File: src/rtl/subterranean_dout_serializer.sv
// -----------------------------------------------------------------------------
// subterranean_dout_serializer
//
// Splits each 64-bit output beat of the Subterranean duplex rounds block into
// up to two 32-bit lanes on a valid/ready stream. Each lane carries a byte
// count and a last-lane flag. Empty lanes are skipped and fully empty beats are
// dropped. A running count of emitted bytes is kept for the top-level
// controller.
//
// Ports:
//   clk        : clock, all logic on the rising edge
//   arstn      : synchronous active-high reset (1 = reset)
//   cnt_clear  : synchronous clear of byte_cnt (wins over a same-cycle transfer)
//   din        : input beat, lane0 = [31:0], lane1 = [63:32]
//   din_size   : [2:0] lane0 bytes, [5:3] lane1 bytes (codes 5..7 mean 4)
//   din_valid  : input beat valid
//   din_ready  : input beat accepted when din_valid & din_ready
//   dout       : output lane, byte 0 in [7:0]
//   dout_size  : valid bytes in dout (1..4 while dout_valid, else 0)
//   dout_last  : final non-empty lane of the beat
//   dout_valid : output valid
//   dout_ready : consumer ready
//   byte_cnt   : bytes transferred since reset/clear, wraps modulo 2^CNT_WIDTH
//
// Build option:
//   SUBTERRANEAN_DOUT_SERIALIZER_ZERO_MASK_EN - when defined, bytes of dout at
//   index >= dout_size are forced to 0x00 (dout is all zero while idle). When
//   undefined, unused bytes carry the raw lane content.
// -----------------------------------------------------------------------------
module subterranean_dout_serializer #(
    parameter int CNT_WIDTH = 16
) (
    input  logic                 clk,
    input  logic                 arstn,
    input  logic                 cnt_clear,
    input  logic [63:0]          din,
    input  logic [5:0]           din_size,
    input  logic                 din_valid,
    output logic                 din_ready,
    output logic [31:0]          dout,
    output logic [2:0]           dout_size,
    output logic                 dout_last,
    output logic                 dout_valid,
    input  logic                 dout_ready,
    output logic [CNT_WIDTH-1:0] byte_cnt
);

    typedef enum logic [1:0] {
        IDLE  = 2'd0,
        LANE0 = 2'd1,
        LANE1 = 2'd2
    } state_t;

    state_t      state;

    // Lane0 is loaded straight into the output register on acceptance, so only
    // lane1 and its size need to be held for the second output cycle.
    logic [31:0] lane1_p0;
    logic [2:0]  size1_p0;
    logic [31:0] dout_p0;

    logic [2:0]  in_size0;
    logic [2:0]  in_size1;
    logic        xfer;
    logic        accept;
    logic        lane_final;

    // Size codes above 4 saturate to a full 4-byte lane.
    function automatic logic [2:0] norm_size(input logic [2:0] code);
        return (code > 3'd4) ? 3'd4 : code;
    endfunction

    assign in_size0 = norm_size(din_size[2:0]);
    assign in_size1 = norm_size(din_size[5:3]);

    assign xfer       = dout_valid & dout_ready;
    assign lane_final = (state == LANE1) || ((state == LANE0) && (size1_p0 == 3'd0));
    // A new beat may enter while the final lane leaves, giving back-to-back beats.
    assign din_ready  = (state == IDLE) || (lane_final && dout_ready);
    assign accept     = din_valid & din_ready;

    // Control: state, output qualifiers and byte counter.
    always_ff @(posedge clk) begin
        if (arstn) begin
            state      <= IDLE;
            dout_valid <= 1'b0;
            dout_size  <= 3'd0;
            dout_last  <= 1'b0;
            byte_cnt   <= '0;
        end else begin
            if (cnt_clear) begin
                byte_cnt <= '0;
            end else if (xfer) begin
                byte_cnt <= byte_cnt + CNT_WIDTH'(dout_size);
            end

            if (accept) begin
                if (in_size0 != 3'd0) begin
                    state      <= LANE0;
                    dout_valid <= 1'b1;
                    dout_size  <= in_size0;
                    dout_last  <= (in_size1 == 3'd0);
                end else if (in_size1 != 3'd0) begin
                    state      <= LANE1;
                    dout_valid <= 1'b1;
                    dout_size  <= in_size1;
                    dout_last  <= 1'b1;
                end else begin
                    state      <= IDLE;
                    dout_valid <= 1'b0;
                    dout_size  <= 3'd0;
                    dout_last  <= 1'b0;
                end
            end else if (xfer) begin
                if ((state == LANE0) && (size1_p0 != 3'd0)) begin
                    state      <= LANE1;
                    dout_valid <= 1'b1;
                    dout_size  <= size1_p0;
                    dout_last  <= 1'b1;
                end else begin
                    state      <= IDLE;
                    dout_valid <= 1'b0;
                    dout_size  <= 3'd0;
                    dout_last  <= 1'b0;
                end
            end
        end
    end

    // Data: capture stage (p0), no reset needed since qualifiers gate it.
    always_ff @(posedge clk) begin
        if (accept) begin
            lane1_p0 <= din[63:32];
            size1_p0 <= in_size1;
            dout_p0  <= (in_size0 != 3'd0) ? din[31:0] : din[63:32];
        end else if (xfer && (state == LANE0)) begin
            dout_p0  <= lane1_p0;
        end
    end

`ifdef SUBTERRANEAN_DOUT_SERIALIZER_ZERO_MASK_EN
    function automatic logic [31:0] mask_lane(input logic [31:0] d, input logic [2:0] n);
        logic [31:0] m;
        m = d;
        for (int i = 0; i < 4; i++) begin
            if (3'(i) >= n) m[8*i +: 8] = 8'h00;
        end
        return m;
    endfunction

    // dout_size is 0 while idle, so the mask also clears dout then.
    assign dout = mask_lane(dout_p0, dout_size);
`else
    assign dout = dout_p0;
`endif

endmodule

File: config.mk
export PLATFORM = sky130hd
export DESIGN_NAME = subterranean_dout_serializer
export DESIGN_NICKNAME = d
export VERILOG_FILES = /design/src/rtl/subterranean_dout_serializer.sv
export SDC_FILE = /design/constraint.sdc
export NUM_CORES = 1
export LEC_CHECK = 0
export BUFFER_PORTS_ARGS = -buffer_cell sky130_fd_sc_hd__buf_2
export CORE_MARGIN = 2
export CORE_UTILIZATION = 54
export DETAILED_ROUTE_END_ITERATION = 8
export PLACE_DENSITY = 0.84
export SYNTH_ARGS = -nofsm -noshare
export SYNTH_HDL_FRONTEND = slang
export SYNTH_SLANG_ARGS = --single-unit
File: constraint.sdc
create_clock -name clk -period 5.2 [get_ports clk]
set_clock_uncertainty 0.2 [all_clocks]
set_input_delay 0.78 -clock clk [delete_from_list [all_inputs] [get_ports clk]]
set_output_delay 0.78 -clock clk [all_outputs]
set_load 0.02 [all_outputs]
== Yosys cells after proc, flatten, opt, wreduce, memory -nomap -nowiden ==
Cells that the tools add are included.

* Add/subtract/negate cells: 1
* Order comparisons: 2
* Equality and inequality tests: 2
* Mux-type cells: 22
* Bitwise operators: 2
* Reduce and logical (&&, ||, !) cells: 15

{| class="wikitable"
|+ Operator list
! cell !! number
|-
| $mux W32 || 3
|-
| $mux W3 || 7
|-
| $add A16 B3 Y16 || 1
|-
| $mux W2 || 5
|-
| $reduce_bool A3 Y1 || 3
|-
| $mux W1 || 7
|-
| $gt A3 B3 Y1 const B || 2
|-
| $logic_not A3 Y1 || 2
|-
| $logic_and A1 B1 Y1 || 4
|-
| $reduce_bool A2 Y1 || 2
|-
| $and A1 B1 Y1 || 2
|-
| $eq A2 B1 Y1 const B || 1
|-
| $eq A2 B2 Y1 const B || 1
|-
| $logic_not A2 Y1 || 1
|-
| $logic_or A1 B1 Y1 || 2
|-
| $reduce_or A2 Y1 || 1
|}

* Register bits after elaboration: 90
* Input bits: 75
* Output and inout bits: 54
* Logic and storage cells: 52

== Logic depth before layout (Yosys ltp) ==
* Word-level depth: 7
* Gate-level depth with buffers: 6
* Gate-level depth less buffers: 6

== Worst setup path before layout ==
No wires, ideal clock.

* Path kind: input -> register
* Start point: in dout_ready
* End point: reg dout_p0[22] (netlist: dout[22]) (data pin)
* Setup time: 288 ps
* Arrival time: 2382 ps
* Required time: 4712 ps
* Slack: 2330 ps
* Stages on the path: 5
* Buffers on the path: 2
* Cells stage by stage: or4b_4 > a221oi_4 > buf_6 > buf_2 > a21oi_1

* Word-level cells in the longest chain between the ends: 4

{| class="wikitable"
|+ Ends and longest elaborated chain
! what !! RTL line !! source
|-
| from (decl) || 44 || <nowiki>input logic dout_ready,</nowiki>
|-
| $logic_and A1 B1 Y1 || 79 || <nowiki>assign din_ready = (state == IDLE) || (lane_final && dout_ready);</nowiki>
|-
| $logic_or A1 B1 Y1 || 79 ||
|-
| $and A1 B1 Y1 || 80 || <nowiki>assign accept = din_valid & din_ready;</nowiki>
|-
| via accept || 65 || <nowiki>logic accept;</nowiki>
|-
| $mux W32 || 132 || <nowiki>if (accept) begin</nowiki>
|-
| to (signal assigned) || 135 || <nowiki>dout_p0 <= (in_size0 != 3'd0) ? din[31:0] : din[63:32];</nowiki>
|-
| to (signal assigned) || 137 || <nowiki>dout_p0 <= lane1_p0;</nowiki>
|-
| to (decl) || 60 || <nowiki>logic [31:0] dout_p0;</nowiki>
|}

The timed path passes the listed nets, and every way through them passes these cells.
A chain may end at the register's enable or synchronous reset.

== Worst setup path in the final report ==
* Start point: in dout_ready
* End point: reg dout_p0[3] (netlist: dout[3]) (data pin)

* Word-level cells in the longest chain between the ends: 4

{| class="wikitable"
|+ Ends and longest elaborated chain
! what !! RTL line
|-
| $logic_and A1 B1 Y1 || 79
|-
| $logic_or A1 B1 Y1 || 79
|-
| $and A1 B1 Y1 || 80
|-
| $mux W32 || 132
|}

No other way between the ends.

==> impl_metrics.env <==
export IMPL_status="finished, final reports clean"
export IMPL_drc=0
export IMPL_min_delay_path_class="reg2reg"
export IMPL_grt_max_degree=111
export IMPL_crit_type="in2reg"
export IMPL_period_share_pct=56.9
export IMPL_p_per_area_nw_per_um2=318
export IMPL_finalHoldViolCount=0
export IMPL_cts_resized=0
export IMPL_grt_ovfl_total=0
export IMPL_wire_per_inst_um=15.2
export IMPL_fillers=554
export IMPL_ant_nets=0
export IMPL_grt_pass1_wl_mm=12.2
export IMPL_irDropWorstVdd_uv=197
export IMPL_yosys_top_cells_count="edfxtp_1, nor2_1, a21oi_1, mux2i_1, dfxtp_1"
export IMPL_setup_viol=0
export IMPL_cts_buffer_depth=2
export IMPL_start_util_pct=55.0
export IMPL_die_w_um=89.5
export IMPL_worst_pin_slew_ns=1.12
export IMPL_clockRootBuffer="clkbuf_8"
export IMPL_yosysMostFrequentCell="edfxtp_1"
export IMPL_min_delay_path_depth=2
export IMPL_ys_ff_latch=90
export IMPL_final_util_pct=67.5
export IMPL_yosysWarnings=0
export IMPL_drt_iter0_drc=148
export IMPL_min_from="byte_cnt[0]"
export IMPL_cts_buffers_inserted=9
export IMPL_crit_required_ns=5.05
export IMPL_synth_area_per_cell_um2=12.3
export IMPL_firstDrtPassIters=4
export IMPL_syn_to_final_growth_pct=22.6
export IMPL_h_tree_depth=3
export IMPL_stdcell_count=551
export IMPL_synth_cell_area_um2=3950
export IMPL_fmax_mhz=338
export IMPL_drv_cap=0
export IMPL_critPathMaxFanout=110
export IMPL_synth_area_leader_cell="edfxtp_1"
export IMPL_row_count=31
export IMPL_via_per_inst=5.31
export IMPL_async_flop_share_pct=0
export IMPL_synth_cell_type_count=45
export IMPL_relSlewSlack_pct=25.3
export IMPL_nets=528
export IMPL_clk_latency_ns=0.36
export IMPL_dp_cells=535
export IMPL_ys_flop_type="edfxtp_1"
export IMPL_ys_top_cells_by_area="edfxtp_1, dfxtp_1, mux2i_1, a21oi_1, nor2_1"
export IMPL_setup_slack_ns=2.24
export IMPL_syn_num_nets=403
export IMPL_critPathLaunchType="primary input"
export IMPL_grt_usage_pct=20.3
export IMPL_rsz0062_at_grt="no"
export IMPL_worstRegToRegCells=4
export IMPL_port_buffers=128
export IMPL_syn_inst=322
export IMPL_ioPinCount=129
export IMPL_cts_sinks=90
export IMPL_drive_above_1_share_pct=34.3
export IMPL_ys_seq_area_share_pct=62.6
export IMPL_dpl_hpwl_mm=5.82
export IMPL_crit_start="dout_ready"
export IMPL_fin_setup_tns_ns=0
export IMPL_r2r_end="dout[3]"
export IMPL_synth_edf_count=67
export IMPL_timing_max_transition_violations_final=0
export IMPL_cts_post_setup_buffers_inserted=0
export IMPL_grt_pass1_vias=2586
export IMPL_fin_crit_ns=2.96
export IMPL_hold_path_endpoint="byte_cnt[0]"
export IMPL_place_congestion=0.842
export IMPL_synth_top_area_share_pct=50.9
export IMPL_cts_tree="done"
export IMPL_power_leakage_nw=1.91
export IMPL_antenna_cells=0
export IMPL_ff2ff_setup_slack_ns=2.32
export IMPL_dp_slack_ns=1.85
export IMPL_core_area_um2=7180
export IMPL_clk_pin_slew_worst_paths_ns=0.09
export IMPL_crit_arrival_ns=2.81
export IMPL_antenna_found_initial=0
export IMPL_cts_hold_buf=0
export IMPL_num_vias=2928
export IMPL_routed_wl_mm=8.35
export IMPL_die_area_um2=8010
export IMPL_die_y_um=89.5
export IMPL_r2r_start="size1_p0[0]"
export IMPL_critPathCaptureType="register"
## area by class of cell
| type | instances | area, um^2 | share of cell area (%) |
|---|---|---|---|
| multi-input cells | 210 | 1380 | 28.4 |
| clock buffers | 9 | 124 | 2.56 |
| clock inverters | 7 | 67.6 | 1.39 |
| repair buffers | 130 | 656 | 13.5 |
| inverters | 6 | 22.5 | 0.465 |
| well taps | 99 | 124 | 2.56 |
| flip-flops and latches | 90 | 2470 | 51.0 |
## per-layer routing
| metal | GRT usage (%) | wire length [um] |
|---|---|---|
| met4 | 7.46 | 119 |
| met2 | 32.5 | 4170 |
| met5 | 0 | 0 |
| met3 | 6.09 | 579 |
| met1 | 26.3 | 3480 |
## cell families (layout without fill, tap and decap cells)
kind of cell	Yosys count	after routing	synth area share, %
AOI/OAI and AO/OA	65	65	10.2
xor gates and xnor gates	8	8	1.77
adders and majority gates	6	6	2.09
buffers and inverters	22	152	2.69
DFF	90	90	62.6
muxes	34	34	8.68
and+or+nand+nor	97	97	12.0
## power by group
part,switching (mW),leakage (nW),internal [mW],total (mW)
registers,0.0201,0.827,0.841,0.861
clock network,0.272,0.0962,0.188,0.460
logic,0.140,0.989,0.0789,0.219
## cells in the final DEF, fill, tap and decap left out, types with 3 or more instances in the layout
cell type / netlist / routed
dfxtp_1: 23 / 23
o31ai_1: 3 / 3
inv_1: 6 / 6
a31oi_1: 3 / 3
buf_2: 4 / 128
nor2_1: 47 / 47
mux2i_1: 32 / 32
xnor2_1: 6 / 6
ha_1: 5 / 5
nand3_1: 4 / 4
clkbuf_8: 0 / 9
a21oi_1: 43 / 43
nor3_1: 4 / 4
nand2_1: 11 / 11
nand4_1: 7 / 7
edfxtp_1: 67 / 67
nand3b_1: 4 / 4
o21ai_0: 3 / 3
nor2b_1: 4 / 4
inv_8: 0 / 3
## per-stage QoR
stage / area [um^2] / hold WS (ns) / power, mW
6_report: 4840 / 0.286 / 1.54
3_3_place_gp: 4650 / 0.259 / 1.09
4_1_cts: 4840 / 0.294 / 1.55
5_1_grt: 4840 / 0.318 / 1.61
2_1_floorplan: 3950 / 0.328 / 1.01
3_5_place_dp: 4650 / 0.280 / 1.10
## how the worst max path moves through the flow
stage | end | slack [ns] | depth (start not counted)
after floorplan | dout[22] | 2.33 | 5
after global placement | state[0] | 1.91 | 6
after detailed placement | state[0] | 1.85 | 6
after CTS | state[0] | 2.22 | 6
after global routing | state[0] | 2.08 | 6
final | dout[3] | 2.24 | 5
## worst max-delay path: stages
cell	delay, ns
buf_2	0.16
or4b_4	0.51
a221oi_4	0.23
buf_4	0.85
a21oi_1	0.17
## flip-flops by register name, indices dropped and copies added (netlist names)
| register | cells |
|---|---|
| byte_cnt | 16 |
| dout | 32 |
| dout_last | 1 |
| dout_size | 3 |
| dout_valid | 1 |
| lane1_p0 | 32 |
| size1_p0 | 3 |
| state | 2 |
No activity file was read; power rests on OpenSTA's default activity.
